File: config.mk
export PLATFORM = sky130hd
export DESIGN_NAME = pong_ball_ctrl
export DESIGN_NICKNAME = d
export VERILOG_FILES = /design/src/rtl/pong_ball_ctrl.sv
export SDC_FILE = /design/constraint.sdc
export NUM_CORES = 1
export LEC_CHECK = 0
export BUFFER_PORTS_ARGS = -buffer_cell sky130_fd_sc_hd__buf_2
export CORE_MARGIN = 2
export CORE_UTILIZATION = 52
export DETAILED_ROUTE_END_ITERATION = 6
export PLACE_DENSITY_LB_ADDON = 0.1
export SYNTH_ARGS = -nofsm -noshare
export SYNTH_HDL_FRONTEND = slang
export SYNTH_SLANG_ARGS = --single-unit
File: constraint.sdc
create_clock -name i_Clk -period 5.2 [get_ports i_Clk]
set_clock_uncertainty 0.1 [all_clocks]
set_input_delay 1.3 -clock i_Clk [delete_from_list [all_inputs] [get_ports i_Clk]]
set_output_delay 1.3 -clock i_Clk [all_outputs]
set_load 0.05 [all_outputs]
File: src/rtl/pong_ball_ctrl.sv
`default_nettype none
// +----------------------------------------------------------------------------+
// | pong_ball_ctrl: Pong ball engine - grid motion, wall/paddle bounce, miss.   |
// | Optional macro BALL_SPEEDUP_EN: each paddle hit shortens the step period.   |
// | Revision: 1.0                                                              |
// +----------------------------------------------------------------------------+
module pong_ball_ctrl #(
  parameter int HMAX         = 800,
  parameter int VMAX         = 525,
  parameter int WIDTH        = 40,
  parameter int HEIGHT       = 30,
  parameter int PIXEL_SIZE   = 16,
  parameter int P1_H_POS     = 5,
  parameter int P2_H_POS     = 35,
  parameter int Y_MIN        = 1,
  parameter int Y_MAX        = 28,
  parameter int BALL_SPEED   = 1250000,
  parameter int SPEEDUP_STEP = 62500,
  parameter int SPEED_MIN    = 312500
) (
  input  logic                      i_Clk,
  input  logic                      i_Reset,
  input  logic [$clog2(HMAX)-1:0]   i_H_count,
  input  logic [$clog2(VMAX)-1:0]   i_V_count,
  input  logic                      i_Ready,
  input  logic                      i_Start,
  input  logic [$clog2(HEIGHT)-1:0] i_P1_V_pos,
  input  logic [$clog2(HEIGHT)-1:0] i_P2_V_pos,
  output logic                      o_Draw_Ball,
  output logic                      o_Out,
  output logic                      o_P1_Point,
  output logic                      o_P2_Point,
  output logic [$clog2(WIDTH)-1:0]  o_Ball_X,
  output logic [$clog2(HEIGHT)-1:0] o_Ball_Y
);

  localparam int HW   = $clog2(HMAX);
  localparam int VW   = $clog2(VMAX);
  localparam int XW   = $clog2(WIDTH);
  localparam int YW   = $clog2(HEIGHT);
  localparam int CW   = YW + 2;
  localparam int PMAX = (BALL_SPEED > SPEED_MIN) ? BALL_SPEED : SPEED_MIN;
  localparam int TW   = $clog2(PMAX + SPEEDUP_STEP + 1);

  localparam logic [XW-1:0] X_CENTRE = XW'(WIDTH / 2);
  localparam logic [YW-1:0] Y_CENTRE = YW'(HEIGHT / 2);

  typedef enum logic [1:0] {
    S_RESET = 2'd0,
    S_START = 2'd1,
    S_PLAY  = 2'd2,
    S_SCORE = 2'd3
  } state_e;

  state_e          state_q, state_d;
  logic [XW-1:0]   x_q, x_d;
  logic [YW-1:0]   y_q, y_d;
  logic            dx_neg_q, dx_neg_d;
  logic            dy_neg_q, dy_neg_d;
  logic [TW-1:0]   timer_q, timer_d;
  logic            p1_scored_q, p1_scored_d;
  logic            draw_q;
  logic [TW-1:0]   period;

  logic            w_step;
  logic            w_terminal;
  logic            w_wall;
  logic            w_dy_neg_nx;
  logic [YW-1:0]   w_y_nx;
  logic [CW-1:0]   w_y_ext, w_p1_ext, w_p2_ext;
  logic            w_hit_l, w_hit_r;
  logic            w_dx_neg_nx;
  logic [XW-1:0]   w_x_nx;
  logic [HW-1:0]   w_h_cell;
  logic [VW-1:0]   w_v_cell;
  logic            w_draw;
  logic            w_scoring;

  assign w_terminal = (timer_q == period - TW'(1));

  // Step datapath, always evaluated on the current position/direction.
  assign w_wall      = ((y_q == YW'(Y_MIN)) && dy_neg_q) || ((y_q == YW'(Y_MAX)) && !dy_neg_q);
  assign w_dy_neg_nx = dy_neg_q ^ w_wall;
  assign w_y_nx      = w_dy_neg_nx ? (y_q - YW'(1)) : (y_q + YW'(1));

  // Widened so that paddle rows near zero never wrap the hit window.
  assign w_y_ext  = CW'(y_q);
  assign w_p1_ext = CW'(i_P1_V_pos);
  assign w_p2_ext = CW'(i_P2_V_pos);
  assign w_hit_l  = dx_neg_q && (x_q == XW'(P1_H_POS)) &&
                    (w_y_ext + CW'(3) >= w_p1_ext) && (w_y_ext <= w_p1_ext + CW'(2));
  assign w_hit_r  = !dx_neg_q && (x_q == XW'(P2_H_POS - 1)) &&
                    (w_y_ext + CW'(3) >= w_p2_ext) && (w_y_ext <= w_p2_ext + CW'(2));

  assign w_dx_neg_nx = w_hit_l ? 1'b0 : (w_hit_r ? 1'b1 : dx_neg_q);
  assign w_x_nx      = w_dx_neg_nx ? (x_q - XW'(1)) : (x_q + XW'(1));

  assign w_h_cell = i_H_count / HW'(PIXEL_SIZE);
  assign w_v_cell = i_V_count / VW'(PIXEL_SIZE);
  assign w_draw   = (state_q != S_RESET) &&
                    (w_h_cell == HW'(x_q)) && (w_v_cell == VW'(y_q)) &&
                    (i_H_count < HW'(WIDTH * PIXEL_SIZE)) &&
                    (i_V_count < VW'(HEIGHT * PIXEL_SIZE));

  always_ff @(posedge i_Clk) begin
    if (i_Reset) begin
      state_q     <= S_RESET;
      x_q         <= X_CENTRE;
      y_q         <= Y_CENTRE;
      dx_neg_q    <= 1'b0;
      dy_neg_q    <= 1'b0;
      timer_q     <= '0;
      p1_scored_q <= 1'b0;
      draw_q      <= 1'b0;
    end else begin
      state_q     <= state_d;
      x_q         <= x_d;
      y_q         <= y_d;
      dx_neg_q    <= dx_neg_d;
      dy_neg_q    <= dy_neg_d;
      timer_q     <= timer_d;
      p1_scored_q <= p1_scored_d;
      draw_q      <= w_draw;
    end
  end

  always_comb begin
    state_d     = state_q;
    x_d         = x_q;
    y_d         = y_q;
    dx_neg_d    = dx_neg_q;
    dy_neg_d    = dy_neg_q;
    timer_d     = timer_q;
    p1_scored_d = p1_scored_q;
    w_step      = 1'b0;
    case (state_q)
      S_RESET: begin
        if (i_Ready) state_d = S_START;
      end
      S_START: begin
        timer_d = '0;
        if (i_Start) state_d = S_PLAY;
      end
      S_PLAY: begin
        if (w_terminal) begin
          w_step   = 1'b1;
          timer_d  = '0;
          x_d      = w_x_nx;
          y_d      = w_y_nx;
          dx_neg_d = w_dx_neg_nx;
          dy_neg_d = w_dy_neg_nx;
          if (w_x_nx == '0) begin
            state_d     = S_SCORE;
            p1_scored_d = 1'b0;
          end else if (w_x_nx == XW'(WIDTH - 1)) begin
            state_d     = S_SCORE;
            p1_scored_d = 1'b1;
          end
        end else begin
          timer_d = timer_q + TW'(1);
        end
      end
      S_SCORE: begin
        // Serve toward whoever conceded the point.
        x_d      = X_CENTRE;
        y_d      = Y_CENTRE;
        dy_neg_d = 1'b0;
        dx_neg_d = !p1_scored_q;
        timer_d  = '0;
        state_d  = S_START;
      end
      default: state_d = S_RESET;
    endcase
  end

`ifdef BALL_SPEEDUP_EN
  logic [TW-1:0] period_q, period_d;

  always_comb begin
    period_d = period_q;
    if (state_q == S_SCORE) begin
      period_d = TW'(BALL_SPEED);
    end else if (w_step && (w_hit_l || w_hit_r)) begin
      if (period_q >= TW'(SPEED_MIN + SPEEDUP_STEP)) period_d = period_q - TW'(SPEEDUP_STEP);
      else                                           period_d = TW'(SPEED_MIN);
    end
  end

  always_ff @(posedge i_Clk) begin
    if (i_Reset) period_q <= TW'(BALL_SPEED);
    else         period_q <= period_d;
  end

  assign period = period_q;
`else
  assign period = TW'(BALL_SPEED);
`endif

  assign w_scoring   = (state_q == S_SCORE);
  assign o_Out       = w_scoring;
  assign o_P1_Point  = w_scoring && p1_scored_q;
  assign o_P2_Point  = w_scoring && !p1_scored_q;
  assign o_Draw_Ball = draw_q;
  assign o_Ball_X    = x_q;
  assign o_Ball_Y    = y_q;

endmodule
`default_nettype wire

; Word-level counts from Yosys, hierarchy flattened
; Index checks and enable logic that the tools add are counted.
[totals]
ff_bits = 38
output_inout_bits = 15
word_cells = 88
[classes]
n_mux = 22
n_reduce_logical = 28
order_cmp = 6
bitwise = 1
n_eq_ne = 15
add_sub_neg = 8
[ops]
columns = operator, n
row1 = case mux 21 bit (2 select lines), 1
row2 = adder 21 x 1 -> 21 bit (second input constant), 1
row3 = == test 21 bit (second input constant), 1
row4 = two-way mux 21 bit, 1
row5 = adder 5 x 2 -> 6 bit (second input constant), 3
row6 = logical AND 1 bit, 14
row7 = == test 6 bit (second input constant), 2
row8 = <= comparator 5 x 6 -> 1 bit, 2
row9 = two-way mux 6 bit, 2
row10 = case mux 6 bit (2 select lines), 1
row11 = < comparator 10 bit (second input constant), 1
row12 = < comparator 10 x 9 -> 1 bit (second input constant), 1
row13 = two-way mux 2 bit, 5
row14 = two-way mux 5 bit, 2
row15 = case mux 5 bit (2 select lines), 1
row16 = case mux 2 bit (4 select lines), 1
row17 = nonzero test 2 bit, 4
row18 = >= comparator 7 x 5 -> 1 bit, 1
row19 = adder 6 x 1 -> 6 bit (second input constant), 1
row20 = == test 6 x 3 -> 1 bit (second input constant), 1
row21 = == test 6 x 5 -> 1 bit, 1
row22 = == test 6 bit, 1
row23 = >= comparator 6 x 5 -> 1 bit, 1
row24 = logical NOT 6 bit, 1
row25 = 19 further kinds, 30

; Longest topological paths before layout
[logic_depth]
ltp_word = 12
mapped_depth = 19
ltp_nobuf = 19

; Worst setup path before layout
; Ideal clock, no wire load.
[synth_timing]
kind = input to register
startpoint = input i_P1_V_pos[1]
endpoint = register state_q[0]
setup_slack_ns = 0.117
stages = 16
n_path_buf = 0
required_ns = 4.986
arrival_time_ns = 4.869
cell_sequence = ha_1 > xnor2_1 > ha_1 > and3_1 > a31oi_1 > a21bo_2 > a31oi_1 > ha_1 > a211oi_1 > nor4b_1 > or3_1 > a31o_1 > o211ai_2 > mux2i_1 > o21ai_0 > a21bo_1
[synth_via]
elab_chain_len = 9
elab_cells_between_ends = 14
classes_between = 1 x add/sub / 2 x order compare / 2 x eq/ne / 5 x mux / 4 x reduce/logical
[synth_rtl]
columns = item, line
row1 = from (decl), 27  ; input logic [$clog2(HEIGHT)-1:0] i_P1_V_pos,
row2 = adder 5 x 2 -> 6 bit / >= comparator 7 x 5 -> 1 bit (equally long branches), 91  ; (w_y_ext + CW'(3) >= w_p1_ext) && (w_y_ext <= w_p1_ext + CW'(2));
row3 = <= comparator 5 x 6 -> 1 bit / logical AND 1 bit (equally long branches), "91, 90"
row4 = logical AND 1 bit *, 91
row5 = two-way mux 1 bit *, 95  ; assign w_dx_neg_nx = w_hit_l ? 1'b0 : (w_hit_r ? 1'b1 : dx_neg_q);
row6 = two-way mux 6 bit *, 96  ; assign w_x_nx = w_dx_neg_nx ? (x_q - XW'(1)) : (x_q + XW'(1));
row7 = logical NOT 6 bit, 152  ; if (w_x_nx == '0) begin
row8 = two-way mux 2 bit, 152
row9 = two-way mux 2 bit, 145  ; if (w_terminal) begin
row10 = case mux 2 bit (4 select lines), 136  ; case (state_q)
row11 = to (signal assigned), 116  ; state_q <= state_d;
row12 = to (decl), 55  ; state_e state_q, state_d;
; Every way passes the cells marked *; elsewhere a longest branch is shown, timed or not. The select of a mux whose other input is x is not followed.
; A chain may end at the register's enable or synchronous reset.

; Final worst setup path
[layout_timing]
startpoint = input i_P2_V_pos[2]
endpoint = register state_q[0]
[layout_via]
elab_chain_len = 10
elab_cells_between_ends = 15
classes_between = 1 x add/sub / 2 x order compare / 2 x eq/ne / 6 x mux / 4 x reduce/logical
[layout_rtl]
columns = item, line
row1 = from (decl), 28  ; input logic [$clog2(HEIGHT)-1:0] i_P2_V_pos,
row2 = adder 5 x 2 -> 6 bit / >= comparator 6 x 5 -> 1 bit (equally long branches), 93  ; (w_y_ext + CW'(3) >= w_p2_ext) && (w_y_ext <= w_p2_ext + CW'(2));
row3 = <= comparator 5 x 6 -> 1 bit / logical AND 1 bit (equally long branches), "93, 92"
row4 = logical AND 1 bit *, 93
row5 = two-way mux 1 bit * (2 in a row), 95
row6 = two-way mux 6 bit *, 96
row7 = logical NOT 6 bit, 152
row8 = two-way mux 2 bit, 152
row9 = two-way mux 2 bit, 145
row10 = case mux 2 bit (4 select lines), 136
; Marks and branches as above.

==> impl_results.md <==
- Syn_nets: 446
- Area delta synth->final: 19.7%
- Crit share post-route: 97.3%
- Pwr dens: 217 nW/um^2
- CTS Buffer Depth: 2
- R2R depth: 20
- Routed WL per cell: 14.2 um
- Initial DRC count: 128
- Buf/Inv on CP: 3
- Setup TNS: 0 ps
- Status: finished clean
- Clock root cell: clkbuf_8
- Post-placement cell count: 499
- GPL Wtd Cong: between 0.8 and 0.9
- CTS tree: done
- Yosys reg bits: 38
- # fillers: about 500
- H-tree Lvls: 2
- Largest net degree at the start of global routing: 22
- Die area: 6470 sq um
- Post-Syn Area: 3040 sq um
- Non-filler cells in the finished layout: around 510
- CP endpoint kind: flip-flop
- Maximum vdd drop: approximately 0.18 mV
- PortBufs: 40
- Vias: 2,862
- Crit start category: input port
- # Max-Cap Violations: 0
- Standard-cell row count: 27
- HP Start: p1_scored_q
- Grt ovf: 0
- Clk sinks: 38
- Worst-path clk slew: 80 ps
- Initial Util: 54.5%
- Number of global-route vias before repair: 2,652
- CP required: 5290 ps
- Worst slew pin tran: 879 ps
- Total GRT Usage: 23.3%
- Antenna violations before repair: 0
- Ys Warns: 0
- Slew Viols, Final: 0
- Die Wd: 80.4 um
- Die Y: 80.4 um
- Worst path top cell family by delay: compound AO/OA/AOI/OAI gates
- Tmin final: between 5000 and 6000 ps
- Layout net count: 508
- Hold_ws: roughly 390 ps
- TritonCTS buffer count: 5
- Yosys top cell area share: 25.1%
- Achievable Freq: 198 MHz
- CP max stage delay: 390 ps
- R2R setup slack: 620 ps
- First-pass GRT wire length: between 10 and 15 mm
- 1st-pass router iterations: 4
- WP data arrival: between 5000 and 6000 ps
- Setup violators final: 0
- HP Class: reg2reg
- Asr flop ratio synth: 0%
- Post-synth top flop: dfxtp_1
- I/O Pins: 49
- Top post-synthesis cells by area: dfxtp_1 25%, ha_1 15%, xnor2_1 6.3%
- Reg2reg start: o_Ball_Y[1]
- Leak pwr: roughly 1.6 nW
- # diodes: 0
- RR Endpoint: state_q[0]
- Synthesized area per cell: approximately 8.1 sq um
- Post-synthesis sequential area ratio: around 25%
- Area leader, netlist: dfxtp_1
- Core area: between 5000 and 6000 sq um
- Netlist cell types: between 50 and 60
- Crit path cell chain: buf_2 > ha_2 > inv_1 > ha_1 > and3_1 > a31oi_1 > a21bo_2 > a31oi_4 > a31oi_4 > buf_6 > ha_1 > o21ai_1 > o21a_1 > or3_4 > a31o_1 > o211ai_2 > mux2i_2 > o21ai_1 > a21bo_1
- Vias/cell: 5.62
- Share of layout cells above drive strength 1: approximately a fifth
- Critical path class: in2reg
- Skew-Pair Late Insertion Delay: 300 ps
- Hold Path Stages: 2
- Final wirelength: 7.25 mm
- Detailed Place HPWL: 5.47 mm
- Slew headroom: around 41%
- CP max-delay cell: or3_4
- EDFF count, synth: 0
- Post-route ant nets: 0
- Maximum fanout along the worst path: 5
- Final hold vios: 0
- Hold buffer count at cts: 0
- Hold EP: p1_scored_q
- Cells after Synth: 374
- Drt drc: 0
==> timing repair <==
action	4_1_cts	5_1_grt
pin swaps	0	4
buffers inserted	0	2
endpoints found under the setup margin	2	2
gates resized for setup	3	12
==> sequential cells by signal (all words and copies together) (netlist names) <==
| signal | flops |
|---|---|
| dy_neg_q | 1 |
| p1_scored_q | 1 |
| o_Ball_Y | 5 |
| state_q | 2 |
| o_Ball_X | 6 |
| timer_q | 21 |
| dx_neg_q | 1 |
| o_Draw_Ball | 1 |
==> how the worst max path moves through the flow <==
stage	startpoint	to	slack [ps]	depth (start not counted)
after floorplan	i_P1_V_pos[1]	state_q[0]	120	16
after global placement	i_P1_V_pos[1]	state_q[0]	-380	17
after detailed placement	i_P1_V_pos[1]	state_q[1]	-390	17
after CTS	i_P2_V_pos[1]	state_q[0]	0.8	19
after global routing	i_P2_V_pos[2]	state_q[0]	-10	19
final	i_P2_V_pos[2]	state_q[0]	140	19
==> cell usage after synthesis, types with 7 or more instances <==
cell,n
a21o_1,7
a21oi_1,15
and2_1,7
and3_1,7
clkbuf_1,7
dfxtp_1,38
ha_1,37
inv_1,24
nand2_1,15
nand2b_1,8
nand3_1,16
nand4_1,8
nor2_1,45
nor3_1,10
o21ai_0,16
xnor2_1,22
xor2_1,15
==> logic make-up (layout without fill, tap and decap cells) <==
kind of cell | after synthesis | in the layout | synth area share, %
compound gates | 75 | 75 | 16.5
xor+xnor | 37 | 37 | 10.7
fa+ha+maj | 38 | 38 | 15.9
buf+inv | 36 | 99 | 5.03
flops | 38 | 38 | 25.1
mux | 3 | 3 | 0.989
simple gates | 147 | 147 | 25.9
==> metrics by stage <==
step / utilization (%) / total power, mW / area, sq um / setup WS (ps)
final: 65.2 / 0.789 / 3640 / 139
after detailed placement: 61.9 / 0.570 / 3450 / -390
after global placement: 61.9 / 0.562 / 3450 / -378
after CTS: 63.8 / 0.774 / 3550 / 0.786
after global routing: 65.2 / 0.833 / 3640 / -13.6
after floorplan: - / 0.492 / 3040 / 117
==> final cells by class <==
| class | count | area, sq um | area share, % |
|---|---|---|---|
| timing repair buffer | 67 | 407 | 11.2 |
| inverter | 24 | 90.1 | 2.48 |
| clock inverter | 2 | 13.8 | 0.379 |
| multi-input combinational | 300 | 2200 | 60.6 |
| tap | 72 | 90.1 | 2.48 |
| sequential | 38 | 761 | 20.9 |
| clock buffer | 6 | 72.6 | 2.00 |
==> worst reg2reg max path, delay by kind of cell, from the launching register on <==
family	cells	cell delay, ps
AOI/OAI and AO/OA	10	1730
adders and majority gates	3	830
and+or+nand+nor	2	530
buffers and inverters	3	430
muxes	1	340
DFF	1	310
xor gates and xnor gates	1	200
==> per-layer routing <==
| metal | wire, um | vias up | GRT usage, % |
|---|---|---|---|
| met5 | 0 | - | 0 |
| met3 | 246 | 13 | 4.04 |
| li1 | - | 1457 | - |
| met1 | 3320 | 1335 | 28.7 |
| met2 | 3570 | 57 | 41.3 |
| met4 | 119 | 0 | 6.95 |
==> power by group <==
group	internal (mW)	switching (mW)
clock network	0.0946	0.108
registers	0.303	0.0120
logic	0.121	0.150
total	0.519	0.270
==> cells in the final DEF (no fill, tap or decap), types with 5 or more instances in the layout <==
cell type   n
ha_1       35
buf_2      40
o21ai_0    14
nor3_1     10
and2_1      7
xnor2_1    21
nand3_1    16
a21oi_1    15
nor4b_1     5
clkbuf_8    5
a21o_1      7
nand2_1    15
nand4_1     8
dfxtp_1    38
inv_1      24
nor2_1     45
and3_1      7
nor4_1      5
xor2_1     15
nand2b_1    8
buf_4      26
nor2b_1     6
No activity file was read; power rests on OpenSTA's default activity.
